$ cat src/rtl/seq_detect_ctrl.sv
// Programmable serial-pattern detector with a run controller.
// Scans a qualified bit stream for a configurable pattern, emits a same-cycle
// match pulse, counts matches and stops itself once the match target is reached.
module seq_detect_ctrl #(
    parameter int                 MAX_LEN     = 8,
    parameter int                 CNT_W       = 8,
    parameter logic [MAX_LEN-1:0] RST_PATTERN = 8'b0000_1011,
    parameter int                 RST_LEN     = 4,
    parameter bit                 RST_OVERLAP = 1'b1
) (
    input  logic               clk,
    input  logic               rst,
    input  logic               cfg_we,
    input  logic [MAX_LEN-1:0] cfg_pattern,
    input  logic [3:0]         cfg_len,
    input  logic               cfg_overlap,
    input  logic [CNT_W-1:0]   cfg_target,
    input  logic               start,
    input  logic               abort,
    input  logic               din_valid,
    input  logic               din,
    output logic               dout,
    output logic [CNT_W-1:0]   match_cnt,
    output logic               busy,
    output logic               done,
    output logic               err
);

    typedef enum logic [1:0] {
        S_IDLE = 2'd0,
        S_RUN  = 2'd1,
        S_DONE = 2'd2
    } state_t;

    localparam logic [3:0] MAX_LEN_L = 4'(MAX_LEN);

    state_t               state_q,   state_d;
    logic [MAX_LEN-1:0]   pattern_q, pattern_d;
    logic [3:0]           len_q,     len_d;
    logic                 overlap_q, overlap_d;
    logic [CNT_W-1:0]     target_q,  target_d;
    // Only len-1 past bits are ever compared, so MAX_LEN-1 bits of history suffice.
    logic [MAX_LEN-2:0]   hist_q,    hist_d;
    logic [3:0]           fill_q,    fill_d;
    logic [CNT_W-1:0]     cnt_q,     cnt_d;
    logic                 err_q,     err_d;

    logic [MAX_LEN-1:0]   win;
    logic [MAX_LEN-1:0]   win_mask;
    logic                 len_ok;
    logic                 fill_ok;
    logic                 match;
    logic [CNT_W-1:0]     cnt_inc;

    // Per-bit mask selecting the low len bits of the window and pattern.
    generate
        for (genvar gi = 0; gi < MAX_LEN; gi++) begin : g_mask
            assign win_mask[gi] = (4'(gi) < len_q);
        end
    endgenerate

    // Match detection: newest bit lands in bit 0, older history above it.
    always_comb begin
        win     = {hist_q, din};
        len_ok  = (len_q != 4'd0) && (len_q <= MAX_LEN_L);
        fill_ok = (fill_q >= (len_q - 4'd1));
        match   = (state_q == S_RUN) && din_valid && !abort && fill_ok &&
                  ((win & win_mask) == (pattern_q & win_mask));
        cnt_inc = cnt_q + 1'b1;
    end

    // Next-state logic for the run controller, config registers and history.
    always_comb begin
        state_d   = state_q;
        pattern_d = pattern_q;
        len_d     = len_q;
        overlap_d = overlap_q;
        target_d  = target_q;
        hist_d    = hist_q;
        fill_d    = fill_q;
        cnt_d     = cnt_q;
        err_d     = 1'b0;
        case (state_q)
            S_RUN: begin
                if (abort) begin
                    state_d = S_IDLE;
                    hist_d  = '0;
                    fill_d  = '0;
                end else if (din_valid) begin
                    hist_d = win[MAX_LEN-2:0];
                    fill_d = (fill_q < MAX_LEN_L) ? fill_q + 4'd1 : fill_q;
                    if (match) begin
                        // Unlimited runs saturate; targeted runs stop before wrapping.
                        if (!((target_q == '0) && (cnt_q == '1))) begin
                            cnt_d = cnt_inc;
                        end
                        if (!overlap_q) begin
                            fill_d = '0;
                        end
                        if ((target_q != '0) && (cnt_inc == target_q)) begin
                            state_d = S_DONE;
                        end
                    end
                end
            end
            default: begin
                if (cfg_we) begin
                    pattern_d = cfg_pattern;
                    len_d     = cfg_len;
                    overlap_d = cfg_overlap;
                    target_d  = cfg_target;
                end
                // Start is qualified against the length already held, so a write
                // in the same cycle only affects the following start.
                if (abort) begin
                    state_d = S_IDLE;
                    hist_d  = '0;
                    fill_d  = '0;
                end else if (start) begin
                    if (!len_ok) begin
                        err_d = 1'b1;
                    end else begin
                        state_d = S_RUN;
                        cnt_d   = '0;
                        hist_d  = '0;
                        fill_d  = '0;
                    end
                end
            end
        endcase
    end

    // State register with synchronous reset to the power-on configuration.
    always_ff @(posedge clk) begin
        if (rst) begin
            state_q   <= S_IDLE;
            pattern_q <= RST_PATTERN;
            len_q     <= 4'(RST_LEN);
            overlap_q <= RST_OVERLAP;
            target_q  <= '0;
            hist_q    <= '0;
            fill_q    <= '0;
            cnt_q     <= '0;
            err_q     <= 1'b0;
        end else begin
            state_q   <= state_d;
            pattern_q <= pattern_d;
            len_q     <= len_d;
            overlap_q <= overlap_d;
            target_q  <= target_d;
            hist_q    <= hist_d;
            fill_q    <= fill_d;
            cnt_q     <= cnt_d;
            err_q     <= err_d;
        end
    end

    assign dout      = match;
    assign match_cnt = cnt_q;
    assign busy      = (state_q == S_RUN);
    assign done      = (state_q == S_DONE);
    assign err       = err_q;

endmodule

$ cat config.mk
export PLATFORM = sky130hd
export DESIGN_NAME = seq_detect_ctrl
export DESIGN_NICKNAME = d
export VERILOG_FILES = /design/src/rtl/seq_detect_ctrl.sv
export SDC_FILE = /design/constraint.sdc
export NUM_CORES = 1
export LEC_CHECK = 0
export CAP_MARGIN = 20
export CORE_MARGIN = 4
export CORE_UTILIZATION = 55
export CTS_CLUSTER_SIZE = 10
export DETAILED_ROUTE_END_ITERATION = 10
export GPL_TIMING_DRIVEN = 1
export HOLD_SLACK_MARGIN = 0.06
export PLACE_DENSITY = 0.79
export SLEW_MARGIN = 20
export SYNTH_ARGS = -nofsm -noshare
export SYNTH_HDL_FRONTEND = slang
export SYNTH_SLANG_ARGS = --single-unit
$ cat constraint.sdc
create_clock -name clk -period 4.7 [get_ports clk]
set_input_delay 1.41 -clock clk [delete_from_list [all_inputs] [get_ports clk]]
set_output_delay 1.41 -clock clk [all_outputs]
set_load 0.05 [all_outputs]
==> results by stage <==
CTS:
- The post-CTS setup repair buffer count is 0.
- The clock tree synthesis step divided the H-tree into 2 levels.
- The clock latency on the worst-skew pair is 0.30 ns.
- The maximum number of buffers from clock root to sink is 2.
- Post-CTS repair changed the size of 0 cells.
- The CTS tree is done.
- Clock-pin slew was measured on the worst setup and hold paths at around 0.08 ns.
- In this run the clock root is driven by a sky130_fd_sc_hd__clkbuf_8.
- The total of hold buffers inserted after clock tree synthesis is 0.
- Counting every sink on the clock net gives 43.
- The number of clock buffers inserted by TritonCTS is 5.

Layout:
- From synthesis to final layout, the design area changed by 22.7%.
- The number of antenna cells inserted is 0.
- After the last flow step, the layout net total stands at approximately 360.
- In the final layout, the share of cells above drive strength 1 is 0.0675.

Timing:
- For the finished layout, the period the worst path requires is 4.41 ns.
- Once routing completed, OpenROAD measured the worst setup slack at approximately 0.29 ns.
- Static timing analysis puts the maximum clock frequency at ~230 MHz.
- The setup-violating endpoint count in the final report is 0.
- The actual slew at the worst max-slew pin is ~0.66 ns.
- The total count of max-transition violations in the final report is 0.
- Setup repair after global routing left no endpoint under its margin.
- The post-route clock period utilization is 0.938.
- The number of failing hold endpoints at the final stage is 0.
- The setup total negative slack is 0 ns.
- The normalized max-slew margin is 0.560.
- On the final layout, the worst clock skew is ~0.0079 ns.

Synthesis:
- The leading register cell type out of synthesis is sky130_fd_sc_hd__dfxtp_1.
- Of all flip-flops after synthesis, the portion carrying an async set or reset was 0.
- A synthesized cell averages ~8.2 um2.
- After synthesis, the cell types taking the most area are sky130_fd_sc_hd__dfxtp_1 37%, sky130_fd_sc_hd__nand2_1 7.5%, sky130_fd_sc_hd__xnor2_1 5.6%.
- The number of instances in the synthesized netlist is around 290.
- Synthesis inferred 43 register bits.
- The cell taking the most area after synthesis is sky130_fd_sc_hd__dfxtp_1.
- The share of the Yosys chip area taken by registers is 0.367.
- During synthesis, Yosys emitted a total of 0 warnings.
- The share of synthesized area in the top cell type comes to 0.367.
- The mapped netlist covers between 2000 and 2500 um2.
- When the netlist entered floorplanning its net count stood at 323.
- Counting flops with a built-in enable in the synthesized netlist gives 0.
- The number of unique standard cell types used by synthesis is 53.

Routing:
- The count of routing violations after the opening detailed-route iteration is between 200 and 250.
- The routed layout has ~2100 vias.
- In the final routed layout, each cell accounts on average for between 10 and 15 um.
- Wires add up to 5.28 mm.
- The count of nets left with antenna violations once routing finished came out at 0.
- The via density per instance is around 5.6.
- For this run, design rule violations remaining after detail routing come to 0.
- The first TritonRoute pass finished after 4 iterations.

GRT:
- The remaining global-route overflow is 0.
- The initial antenna violation count is 0.
- The first global-routing pass estimated just under 9 mm of wire.
- Entering global routing, the biggest net connects 37 pins.
- The via count of the first global-routing pass is around 1900.
- Across every metal layer, demand over resource in global routing totals 0.208.

Placement:
- The setup slack after placement is approximately 0.3 ns.
- The wire-length estimate of the detail-placed layout is slightly below 4 mm.
- In this run the tool buffered the top-level ports with 39 buffer cells.
- At the end of routability-driven placement, the weighted congestion stood at approximately 0.91.

Critical path:
- The slack of the worst reg-to-reg path is between 1.5 and 2 ns.
- The setup path with the least slack is of type primary input to output port.
- The startpoint type of the worst setup path is a primary input.
- The critical path goes through clkdlybuf4s50_1, xnor2_1, o21ai_1, a2111oi_4, nand2_4, inv_1, buf_12.
- The worst-path maximum fanout is 7.
- The critical path contains buffers and inverters numbering 3 combined.
- In this design, the stage delay of the slowest critical-path cell is around 0.50 ns.
- Among cell families on the critical path, the largest total delay comes from buffers and inverters.
- Data on the critical path arrives at its endpoint at roughly 3 ns.
- The endpoint kind of the worst setup timing path is an output port.
- The required time of the critical path is 3.29 ns.
- The largest individual stage delay along the critical path comes from the cell sky130_fd_sc_hd__clkdlybuf4s50_1.

Worst hold path:
- The worst hold path belongs to the class flip-flop to flip-flop.

Pwr:
- Power spread over the standard cell area amounts to ~270 nW/um2.
- IR analysis of the VDD net gives a maximum drop of between 0.2 and 0.25 mV.
- After layout, the design draws a total of 0.000767 W.
- The analysis attributes to cell leakage a power of between 1 and 1.5 nW.

Floorplanning:
- The core region is 4060 um2.
- For this configuration, the core starts out at a cell density of 0.578.
- For this design the top-level I/O count stands at 40.
- The floorplan die height is 73.3 um.
- The area of the die is about 5400 um2.
- The floorplan has 23 rows.
- The die width is ~73 um.

Flow run:
- The tool flagged a number of max-cap violations equal to 0.

Run status:
- The run finished with clean final reports.
==> cells by family after synthesis <==
family	after synthesis	share of synthesized area
AND/OR/NAND/NOR	116	0.243
AO/OA/AOI/OAI	70	0.213
flip-flops	43	0.367
buffers and inverters	26	0.0459
XOR/XNOR	21	0.0784
adder cells (fa/ha/maj)	9	0.0480
multiplexers	1	0.00427
==> cells in the mapped netlist (2+ instances only) <==
library cell and instances:
sky130_fd_sc_hd__nor2_1 18, sky130_fd_sc_hd__o22ai_1 3, sky130_fd_sc_hd__inv_1 14, sky130_fd_sc_hd__a211o_1 2, sky130_fd_sc_hd__o221ai_1 2, sky130_fd_sc_hd__nand2_1 47
sky130_fd_sc_hd__a2bb2oi_1 3, sky130_fd_sc_hd__or3_1 2, sky130_fd_sc_hd__nand3b_1 5, sky130_fd_sc_hd__clkbuf_1 9, sky130_fd_sc_hd__ha_1 9, sky130_fd_sc_hd__a2111oi_4 2
sky130_fd_sc_hd__or4_1 2, sky130_fd_sc_hd__nand3_1 10, sky130_fd_sc_hd__nor3_1 8, sky130_fd_sc_hd__a21oi_1 26, sky130_fd_sc_hd__and2_1 2, sky130_fd_sc_hd__xnor2_1 15
sky130_fd_sc_hd__o21ai_1 5, sky130_fd_sc_hd__nor2b_1 3, sky130_fd_sc_hd__nor4_1 4, sky130_fd_sc_hd__nor3b_1 2, sky130_fd_sc_hd__nand2b_1 2, sky130_fd_sc_hd__dfxtp_1 43
sky130_fd_sc_hd__and3_1 3, sky130_fd_sc_hd__xor2_1 6, sky130_fd_sc_hd__o21ai_0 4, sky130_fd_sc_hd__o21a_1 2, sky130_fd_sc_hd__a22oi_1 7, sky130_fd_sc_hd__a31oi_1 3
==> state kept, by name (all words and copies together), names as in the netlist <==
| signal | count |
|---|---|
| hist_q | 7 |
| match_cnt | 8 |
| overlap_q | 1 |
| err | 1 |
| target_q | 8 |
| fill_q | 4 |
| pattern_q | 8 |
| state_q | 2 |
| len_q | 4 |
==> cell type report <==
type | count | area [um2]
clock inverter | 3 | 20.0
sequential | 43 | 861
tap | 50 | 62.6
multi-input combinational | 217 | 1380
timing repair buffer | 43 | 430
fill | 335 | 1180
inverter | 15 | 57.6
clock buffer | 5 | 68.8
==> worst paths after layout <==
path | cells past startpoint | from | endpoint
min reg2reg | 2 | pattern_q[5] | pattern_q[5]
max | 7 | din | dout
min | 2 | pattern_q[5] | pattern_q[5]
max reg2reg | 10 | len_q[0] | match_cnt[5]
==> per-stage QoR <==
step | cells | instance area, um2 | hold WS [ns] | util
3_5_place_dp | 368 | 2790 | 0.460 | 0.687
5_1_grt | 376 | 2880 | 0.491 | 0.709
2_1_floorplan | 286 | 2350 | 0.448 | -
3_3_place_gp | 368 | 2790 | 0.459 | 0.687
6_report | 376 | 2880 | 0.469 | 0.709
4_1_cts | 376 | 2880 | 0.471 | 0.709
==> report_power, final <==
part | switching, W | internal, W | total [W]
clock network | 0.000131 | 0.000103 | 0.000235
logic | 0.0000686 | 0.0000650 | 0.000134
registers | 0.0000184 | 0.000381 | 0.000399
total | 0.000218 | 0.000549 | 0.000767
==> worst min-delay path: cells and delay by family, from the launching register on <==
family	cells	cell delay, ns
flip-flops	1	0.32
AO/OA/AOI/OAI	1	0.05
AND/OR/NAND/NOR	1	0.05
==> routing by layer <==
layer | GRT usage | vias to the layer above | wire length, um
li1 | - | 1088 | -
met1 | 0.284 | 963 | 2500
met2 | 0.324 | 61 | 2360
met3 | 0.0465 | 8 | 352
met4 | 0.0704 | 0 | 70
met5 | 0 | - | 0
==> placed cells by master (no fill, tap or decap), drive strengths merged, types with 4 or more instances in the layout <==
master,n
a21oi,26
a22oi,7
buf,5
clkbuf,5
clkdlybuf4s50,38
dfxtp,43
ha,9
inv,14
nand2,48
nand3,10
nand3b,5
nor2,18
nor3,8
nor4,4
o21ai,9
xnor2,15
xor2,6
Note: power is estimated with default switching activity, not from simulation.
